$ cat config.mk
export PLATFORM = sky130hd
export DESIGN_NAME = xgs_line_pattern_gen
export DESIGN_NICKNAME = d
export VERILOG_FILES = /design/src/rtl/xgs_pattern_pkg.sv /design/src/rtl/xgs_pattern_beat.sv /design/src/rtl/xgs_line_pattern_gen.sv
export SDC_FILE = /design/constraint.sdc
export NUM_CORES = 1
export LEC_CHECK = 0
export CAP_MARGIN = 20
export CORE_MARGIN = 2
export CORE_UTILIZATION = 45
export DETAILED_ROUTE_END_ITERATION = 10
export DONT_BUFFER_PORTS = 1
export PLACE_DENSITY = 0.67
export SLEW_MARGIN = 15
export SYNTH_ARGS = -nofsm -noshare
export SYNTH_HDL_FRONTEND = slang
export SYNTH_SLANG_ARGS = --single-unit
$ cat constraint.sdc
create_clock -name sclk -period 6 [get_ports sclk]
set_input_delay 0.3 -clock sclk [delete_from_list [all_inputs] [get_ports sclk]]
set_output_delay 0.3 -clock sclk [all_outputs]
set_load 0.03 [all_outputs]
$ cat src/rtl/xgs_pattern_pkg.sv
// Shared types for the line pattern generator: FSM state, pattern select and
// the default stream beat width.
// Latency: n/a (types only). Backpressure: n/a.
package xgs_pattern_pkg;

  localparam int XGS_DATA_WIDTH = 32;

  typedef enum logic [1:0] {
    IDLE   = 2'd0,
    ACTIVE = 2'd1,
    GAP    = 2'd2
  } state_e;

  // Code 3 is reserved and is rendered as the ramp.
  typedef enum logic [1:0] {
    PAT_RAMP    = 2'd0,
    PAT_CONST   = 2'd1,
    PAT_FRAMEID = 2'd2,
    PAT_RSVD    = 2'd3
  } pat_e;

endpackage

$ cat src/rtl/xgs_pattern_beat.sv
// Purpose: forms one 32-bit beat (4 pixels x 8 bit) from pattern, position and ids.
// Latency: purely combinational, 0 cycles.
// Backpressure: none; the caller holds the inputs stable while a beat is stalled.
//
// Ports:
//   pattern  - pattern select (ramp / constant / frame-id, reserved = ramp)
//   x, y     - beat index within the line, line index within the frame
//   cval     - byte for the constant pattern
//   frame_id - byte for the frame-id pattern
//   beat     - formed beat, byte 0 in bits [7:0]
module xgs_pattern_beat
  import xgs_pattern_pkg::*;
#(
  parameter int CNT_WIDTH = 12
) (
  input  pat_e                 pattern,
  input  logic [CNT_WIDTH-1:0] x,
  input  logic [CNT_WIDTH-1:0] y,
  input  logic [7:0]           cval,
  input  logic [7:0]           frame_id,
  output logic [31:0]          beat
);

  always_comb begin
    beat = '0;
    case (pattern)
      PAT_CONST:   beat = {4{cval}};
      PAT_FRAMEID: beat = {4{frame_id}};
      default: begin
        // Byte i of beat x on line y is (4x + i + y) mod 256; the 8-bit cast
        // performs the modulo.
        for (int i = 0; i < 4; i++) begin
          beat[8*i +: 8] = 8'((32'(x) << 2) + 32'(y) + 32'(i));
        end
      end
    endcase
  end

endmodule

$ cat src/rtl/xgs_line_pattern_gen.sv
// Purpose: generates test frames (ramp / constant / frame-id) on an AXI-Stream master.
// Latency: first beat valid 1 cycle after an accepted start; done 1 cycle after the last handshake.
// Backpressure: beats advance only on tvalid & tready; tdata/tuser/tlast are held while stalled.
//
// Ports:
//   sclk, sclk_reset_n             - clock, asynchronous active-low reset
//   start, abort                   - single-cycle frame request / stop request
//   cfg_x_size, cfg_y_size         - beats per line, lines per frame (latched at start)
//   cfg_line_gap                   - idle cycles between lines
//   cfg_pattern, cfg_const         - pattern select and constant byte
//   m_axis_*                       - registered stream output (tuser = SOF, tlast = EOL)
//   busy, done, cfg_err, frame_cnt - status: in frame, frame complete, rejected start, completed frames
module xgs_line_pattern_gen
  import xgs_pattern_pkg::*;
#(
  parameter int DATA_WIDTH = XGS_DATA_WIDTH,
  parameter int CNT_WIDTH  = 12
) (
  input  logic                  sclk,
  input  logic                  sclk_reset_n,
  input  logic                  start,
  input  logic                  abort,
  input  logic [CNT_WIDTH-1:0]  cfg_x_size,
  input  logic [CNT_WIDTH-1:0]  cfg_y_size,
  input  logic [7:0]            cfg_line_gap,
  input  logic [1:0]            cfg_pattern,
  input  logic [7:0]            cfg_const,
  output logic                  m_axis_tvalid,
  input  logic                  m_axis_tready,
  output logic [DATA_WIDTH-1:0] m_axis_tdata,
  output logic                  m_axis_tuser,
  output logic                  m_axis_tlast,
  output logic                  busy,
  output logic                  done,
  output logic                  cfg_err,
  output logic [15:0]           frame_cnt
);

  localparam logic [CNT_WIDTH-1:0] CNT_ONE = CNT_WIDTH'(1);

  state_e               state_q, state_nxt;
  logic [CNT_WIDTH-1:0] x_q, x_nxt, y_q, y_nxt;
  logic [CNT_WIDTH-1:0] xs_q, xs_nxt, ys_q, ys_nxt;
  logic [7:0]           gap_q, gap_nxt, gap_cnt_q, gap_cnt_nxt;
  pat_e                 pat_q, pat_nxt;
  logic [7:0]           const_q, const_nxt, fid_q, fid_nxt;
  logic                 abort_pend_q, abort_pend_nxt;
  logic                 done_q, done_nxt, err_q, err_nxt;
  logic [15:0]          frame_cnt_q, frame_cnt_nxt;
  logic                 tvalid_q, tuser_q, tlast_q;
  logic [DATA_WIDTH-1:0] tdata_q;
  logic                 tvalid_nxt, tuser_nxt, tlast_nxt;
  logic [DATA_WIDTH-1:0] tdata_nxt;
  logic [31:0]          beat;
  logic                 hs, last_beat, last_line;

  assign hs        = tvalid_q & m_axis_tready;
  assign last_beat = (x_q == xs_q - CNT_ONE);
  assign last_line = (y_q == ys_q - CNT_ONE);

  always_comb begin
    state_nxt      = state_q;
    x_nxt          = x_q;
    y_nxt          = y_q;
    xs_nxt         = xs_q;
    ys_nxt         = ys_q;
    gap_nxt        = gap_q;
    gap_cnt_nxt    = gap_cnt_q;
    pat_nxt        = pat_q;
    const_nxt      = const_q;
    fid_nxt        = fid_q;
    abort_pend_nxt = abort_pend_q;
    done_nxt       = 1'b0;
    err_nxt        = 1'b0;
    frame_cnt_nxt  = frame_cnt_q;
    case (state_q)
      IDLE: begin
        // Abort outranks a simultaneous start.
        if (start && !abort) begin
          if ((cfg_x_size != '0) && (cfg_y_size != '0)) begin
            state_nxt      = ACTIVE;
            x_nxt          = '0;
            y_nxt          = '0;
            xs_nxt         = cfg_x_size;
            ys_nxt         = cfg_y_size;
            gap_nxt        = cfg_line_gap;
            pat_nxt        = pat_e'(cfg_pattern);
            const_nxt      = cfg_const;
            fid_nxt        = frame_cnt_q[7:0];
            abort_pend_nxt = 1'b0;
          end else begin
            err_nxt = 1'b1;
          end
        end
      end
      ACTIVE: begin
        if (abort) abort_pend_nxt = 1'b1;
        if (hs) begin
          // An abort seen with or before this handshake lets the beat go out,
          // then ends the frame without a done.
          if (abort || abort_pend_q) begin
            state_nxt      = IDLE;
            abort_pend_nxt = 1'b0;
          end else if (last_beat) begin
            x_nxt = '0;
            if (last_line) begin
              state_nxt     = IDLE;
              done_nxt      = 1'b1;
              frame_cnt_nxt = frame_cnt_q + 16'd1;
            end else begin
              y_nxt = y_q + CNT_ONE;
              if (gap_q != 8'd0) begin
                state_nxt   = GAP;
                gap_cnt_nxt = gap_q - 8'd1;
              end
            end
          end else begin
            x_nxt = x_q + CNT_ONE;
          end
        end
      end
      GAP: begin
        if (abort) begin
          state_nxt = IDLE;
        end else if (gap_cnt_q == 8'd0) begin
          state_nxt = ACTIVE;
        end else begin
          gap_cnt_nxt = gap_cnt_q - 8'd1;
        end
      end
      default: state_nxt = IDLE;
    endcase
  end

  // The beat is formed from next-cycle values so the output stage is a plain register.
  xgs_pattern_beat #(
    .CNT_WIDTH (CNT_WIDTH)
  ) u_beat (
    .pattern  (pat_nxt),
    .x        (x_nxt),
    .y        (y_nxt),
    .cval     (const_nxt),
    .frame_id (fid_nxt),
    .beat     (beat)
  );

  assign tvalid_nxt = (state_nxt == ACTIVE);
  assign tdata_nxt  = tvalid_nxt ? beat : '0;
  assign tuser_nxt  = tvalid_nxt && (x_nxt == '0) && (y_nxt == '0);
  assign tlast_nxt  = tvalid_nxt && (x_nxt == xs_nxt - CNT_ONE);

  always_ff @(posedge sclk or negedge sclk_reset_n) begin
    if (!sclk_reset_n) begin
      state_q      <= IDLE;
      x_q          <= '0;
      y_q          <= '0;
      xs_q         <= '0;
      ys_q         <= '0;
      gap_q        <= '0;
      gap_cnt_q    <= '0;
      pat_q        <= PAT_RAMP;
      const_q      <= '0;
      fid_q        <= '0;
      abort_pend_q <= 1'b0;
      done_q       <= 1'b0;
      err_q        <= 1'b0;
      frame_cnt_q  <= '0;
      tvalid_q     <= 1'b0;
      tdata_q      <= '0;
      tuser_q      <= 1'b0;
      tlast_q      <= 1'b0;
    end else begin
      state_q      <= state_nxt;
      x_q          <= x_nxt;
      y_q          <= y_nxt;
      xs_q         <= xs_nxt;
      ys_q         <= ys_nxt;
      gap_q        <= gap_nxt;
      gap_cnt_q    <= gap_cnt_nxt;
      pat_q        <= pat_nxt;
      const_q      <= const_nxt;
      fid_q        <= fid_nxt;
      abort_pend_q <= abort_pend_nxt;
      done_q       <= done_nxt;
      err_q        <= err_nxt;
      frame_cnt_q  <= frame_cnt_nxt;
      tvalid_q     <= tvalid_nxt;
      tdata_q      <= tdata_nxt;
      tuser_q      <= tuser_nxt;
      tlast_q      <= tlast_nxt;
    end
  end

  assign m_axis_tvalid = tvalid_q;
  assign m_axis_tdata  = tdata_q;
  assign m_axis_tuser  = tuser_q;
  assign m_axis_tlast  = tlast_q;
  assign busy          = (state_q != IDLE);
  assign done          = done_q;
  assign cfg_err       = err_q;
  assign frame_cnt     = frame_cnt_q;

endmodule

==> flow_metrics.env <==
export IMPL_seq_area_frac_synth_pct=42.52
export IMPL_dp_hpwl_mm=13.84
export IMPL_num_io_pins=101
export IMPL_cp_end_kind="register"
export IMPL_wl_per_cell_um=17.65
export IMPL_antenna_found_initial=0
export IMPL_yosys_most_used_dff="dfrtp_1"
export IMPL_path_class="reg2reg"
export IMPL_port_buffers=0
export IMPL_drtIter0Drc=453
export IMPL_grt_use_total_pct=22.36
export IMPL_post_cts_buffers=0
export IMPL_peakVddDrop_mv=0.3158
export IMPL_cts_root_buf="clkbuf_16"
export IMPL_drc=0
export IMPL_synth_top_area_share_pct=42.52
export IMPL_whs_ns=0.02501
export IMPL_p_leak_uw=0.004047
export IMPL_clock_latency_ns=0.43
export IMPL_maxSlewViolCount=0
export IMPL_synth_seq_cells=136
export IMPL_synthTopCellsByArea="dfrtp_1 (43%), nand2_1 (7.7%), xnor2_1 (5.9%), xor2_1 (4.4%), a21oi_1 (3.1%)"
export IMPL_worstHoldStart="cfg_x_size[4]"
export IMPL_synth_nets=959
export IMPL_fmax_mhz=203.5
export IMPL_final_core_util_pct=51.97
export IMPL_cts_buffer_depth=2
export IMPL_hold_class="in2reg"
export IMPL_r2r_start="xs_q[0]"
export IMPL_place_inst=1079
export IMPL_synthCells=892
export IMPL_status="finished clean"
export IMPL_avgSynthCellArea_um2=8.973
export IMPL_yosys_cell_count_top_type="nand2_1"
export IMPL_required_ns=6.31
export IMPL_cts_sinks=136
export IMPL_nets=968
export IMPL_synth_edf_count=0
export IMPL_worst_pin_slew_ns=0.9610
export IMPL_yosysUniqueCellTypes=75
export IMPL_syn_area_mm2=0.008004
export IMPL_fp_coreArea_mm2=0.01736
export IMPL_setup_violations_final=0
export IMPL_dieArea_mm2=0.01887
export IMPL_switching_share_pct=43.47
export IMPL_final_cells=1139
export IMPL_htree_levels=4
export IMPL_yosysWarnings=0
export IMPL_synth_top_cell_by_area="dfrtp_1"
export IMPL_power_density_mw_per_mm2=451.1
export IMPL_grt_pass1_wl_mm=32.71
export IMPL_p_int_uw=2300
export IMPL_fp_dieW_um=137.4
export IMPL_worst_ep_arrival_time_ns=5.22
export IMPL_hold_viol=0
export IMPL_pre_cts_slack_ns=1.146
export IMPL_drive_gt1_share_pct=7.221
export IMPL_cts_buffers=17
export IMPL_routed_wl_mm=20.10
export IMPL_rows=48
export IMPL_min_period_ns=4.915
export IMPL_maxSlewHeadroom_pct=35.44
export IMPL_vias=6511
export IMPL_maxCapViolCount=0
export IMPL_cts_tree="built"
export IMPL_fin_ws_ns=1.085
export IMPL_rsz0062_at_grt="no"
export IMPL_post_route_period_util_pct=81.91
export IMPL_p_seq_share_pct=37.7
export IMPL_power_frac_comb_pct=37.3
export IMPL_synthToLayoutAreaGrowth_pct=12.69
export IMPL_die_height_um=137.4
export IMPL_grt_pass1_vias=6157
export IMPL_grt_max_degree=137
export IMPL_via_per_inst=5.716
export IMPL_fin_tns_setup_ns=0
export IMPL_clk_pin_slew_ns=0.06
export IMPL_gp_congestion=0.8664
export IMPL_first_pass_iters=5
export IMPL_crit_start="xs_q[0]"
export IMPL_crit_fanout=19
export IMPL_antenna_diode_count=0
export IMPL_postSynth_asyncResetShare_pct=100.0
export IMPL_initial_utilization_pct=46.11
export IMPL_start_kind="register"
export IMPL_skew_ns=0.01408
export IMPL_yosys_top_cells_count="nand2_1 (164), dfrtp_1 (136), xnor2_1 (54)"
export IMPL_ant_nets=0
export IMPL_switchingPower_uw=1769
export IMPL_grt_overflow_total=0
export IMPL_clockPowerShare_pct=25.0
-- area by class of cell --
type	count	area [µm²]
Timing Repair Buffer	35	350.3
Tap cell	225	281.5
Clock buffer	17	425.4
Multi-Input combinational cell	673	4267
Sequential cell	136	3403
Clock inverter	15	150.1
Inverter	38	142.6
Fill cell	1579	8337
-- metrics by stage --
step           power, µW  instance area, µm²
3_3_place_gp        2988                8147
2_1_floorplan       2653                8004
5_1_grt             4335                9020
4_1_cts             4086                9020
6_report            4069                9020
3_5_place_dp        2998                8147
-- path summary, 6_finish.rpt --
check	to	slack [ns]	cells after the start
setup / recovery	m_axis_tdata[22]	1.09	20
hold / removal	xs_q[4]	0.03	2
setup reg to reg	m_axis_tdata[22]	1.09	20
hold reg to reg	fid_q[1]	0.48	2
max in group asynchronous	ys_q[4]	4.93	2
min in group asynchronous	xs_q[8]	0.48	2
-- state kept, by name, indices dropped and copies added (netlist names), 2 cells and up --
signal / cells
gap_q: 8
const_q: 8
x_q: 12
state_q: 2
xs_q: 12
ys_q: 12
gap_cnt_q: 8
m_axis_tdata: 30
y_q: 12
pat_q: 2
fid_q: 8
frame_cnt: 16
-- cell families (layout without fill, tap and decap cells) --
group | count (synthesis) | after routing | share of synthesized area, %
buffers and inverters | 83 | 105 | 4.268
flip-flops | 136 | 136 | 42.52
AO/OA/AOI/OAI | 149 | 149 | 12.65
AND/OR/NAND/NOR | 389 | 389 | 24.18
adder cells (fa/ha/maj) | 20 | 20 | 3.220
multiplexers | 20 | 20 | 2.579
XOR/XNOR | 95 | 95 | 10.58
-- critical path, stage by stage (launching register included) --
cell      delay (ns)
dfrtp_1         0.47
inv_1           0.09
ha_1            0.23
or4b_1          0.52
nor4b_1         0.32
a22oi_1         0.12
nand3_1         0.14
nand3_2         0.09
buf_4           0.22
nor3_4          0.32
nand2b_1        0.10
mux2_2          0.31
inv_1           0.10
ha_1            0.23
a21o_1          0.17
a21oi_1         0.30
xor2_1          0.20
or3_1           0.44
nor3_1          0.19
xnor2_1         0.14
a21oi_1         0.08
-- placed cells by master, fill, tap and decap left out, drive strengths merged, types with 5 or more instances in the layout --
| master | count |
|---|---|
| a211oi | 5 |
| a21boi | 6 |
| a21oi | 50 |
| a221o | 7 |
| a31oi | 8 |
| and2 | 5 |
| and3 | 11 |
| buf | 8 |
| clkbuf | 17 |
| dfrtp | 136 |
| dlygate4sd3 | 27 |
| ha | 19 |
| inv | 47 |
| mux2 | 5 |
| mux2i | 15 |
| nand2 | 164 |
| nand2b | 8 |
| nand3 | 23 |
| nand4 | 20 |
| nor2 | 46 |
| nor3 | 39 |
| nor3b | 8 |
| nor4 | 24 |
| nor4b | 6 |
| o211ai | 7 |
| o21ai | 22 |
| o31ai | 5 |
| or3 | 8 |
| or4 | 8 |
| xnor2 | 54 |
| xor2 | 40 |
-- power by group through the flow --
| stage | sequential, µW | combinational [µW] | clock (µW) |
|---|---|---|---|
| 6_report | 1530 | 1520 | 1020 |
| 5_1_grt | 1570 | 1690 | 1080 |
| 4_1_cts | 1530 | 1520 | 1040 |
| 3_5_place_dp | 1540 | 1460 | 0 |
| 3_3_place_gp | 1550 | 1440 | 0 |
| 2_1_floorplan | 1430 | 1230 | 0 |
-- repair_timing --
action / 4_1_cts / 5_1_grt
hold buffers: 28 / 0
endpoints found under the hold margin: 162 / 0
gates resized for setup: 0 / 0
-- metal layers --
metal | track usage, % | wire length [µm]
met3 | 6.586 | 1234
met5 | 0 | 0
met4 | 6.357 | 295
met2 | 33.94 | 9246
met1 | 31.10 | 9325
No activity file was read; power rests on OpenSTA's default activity.
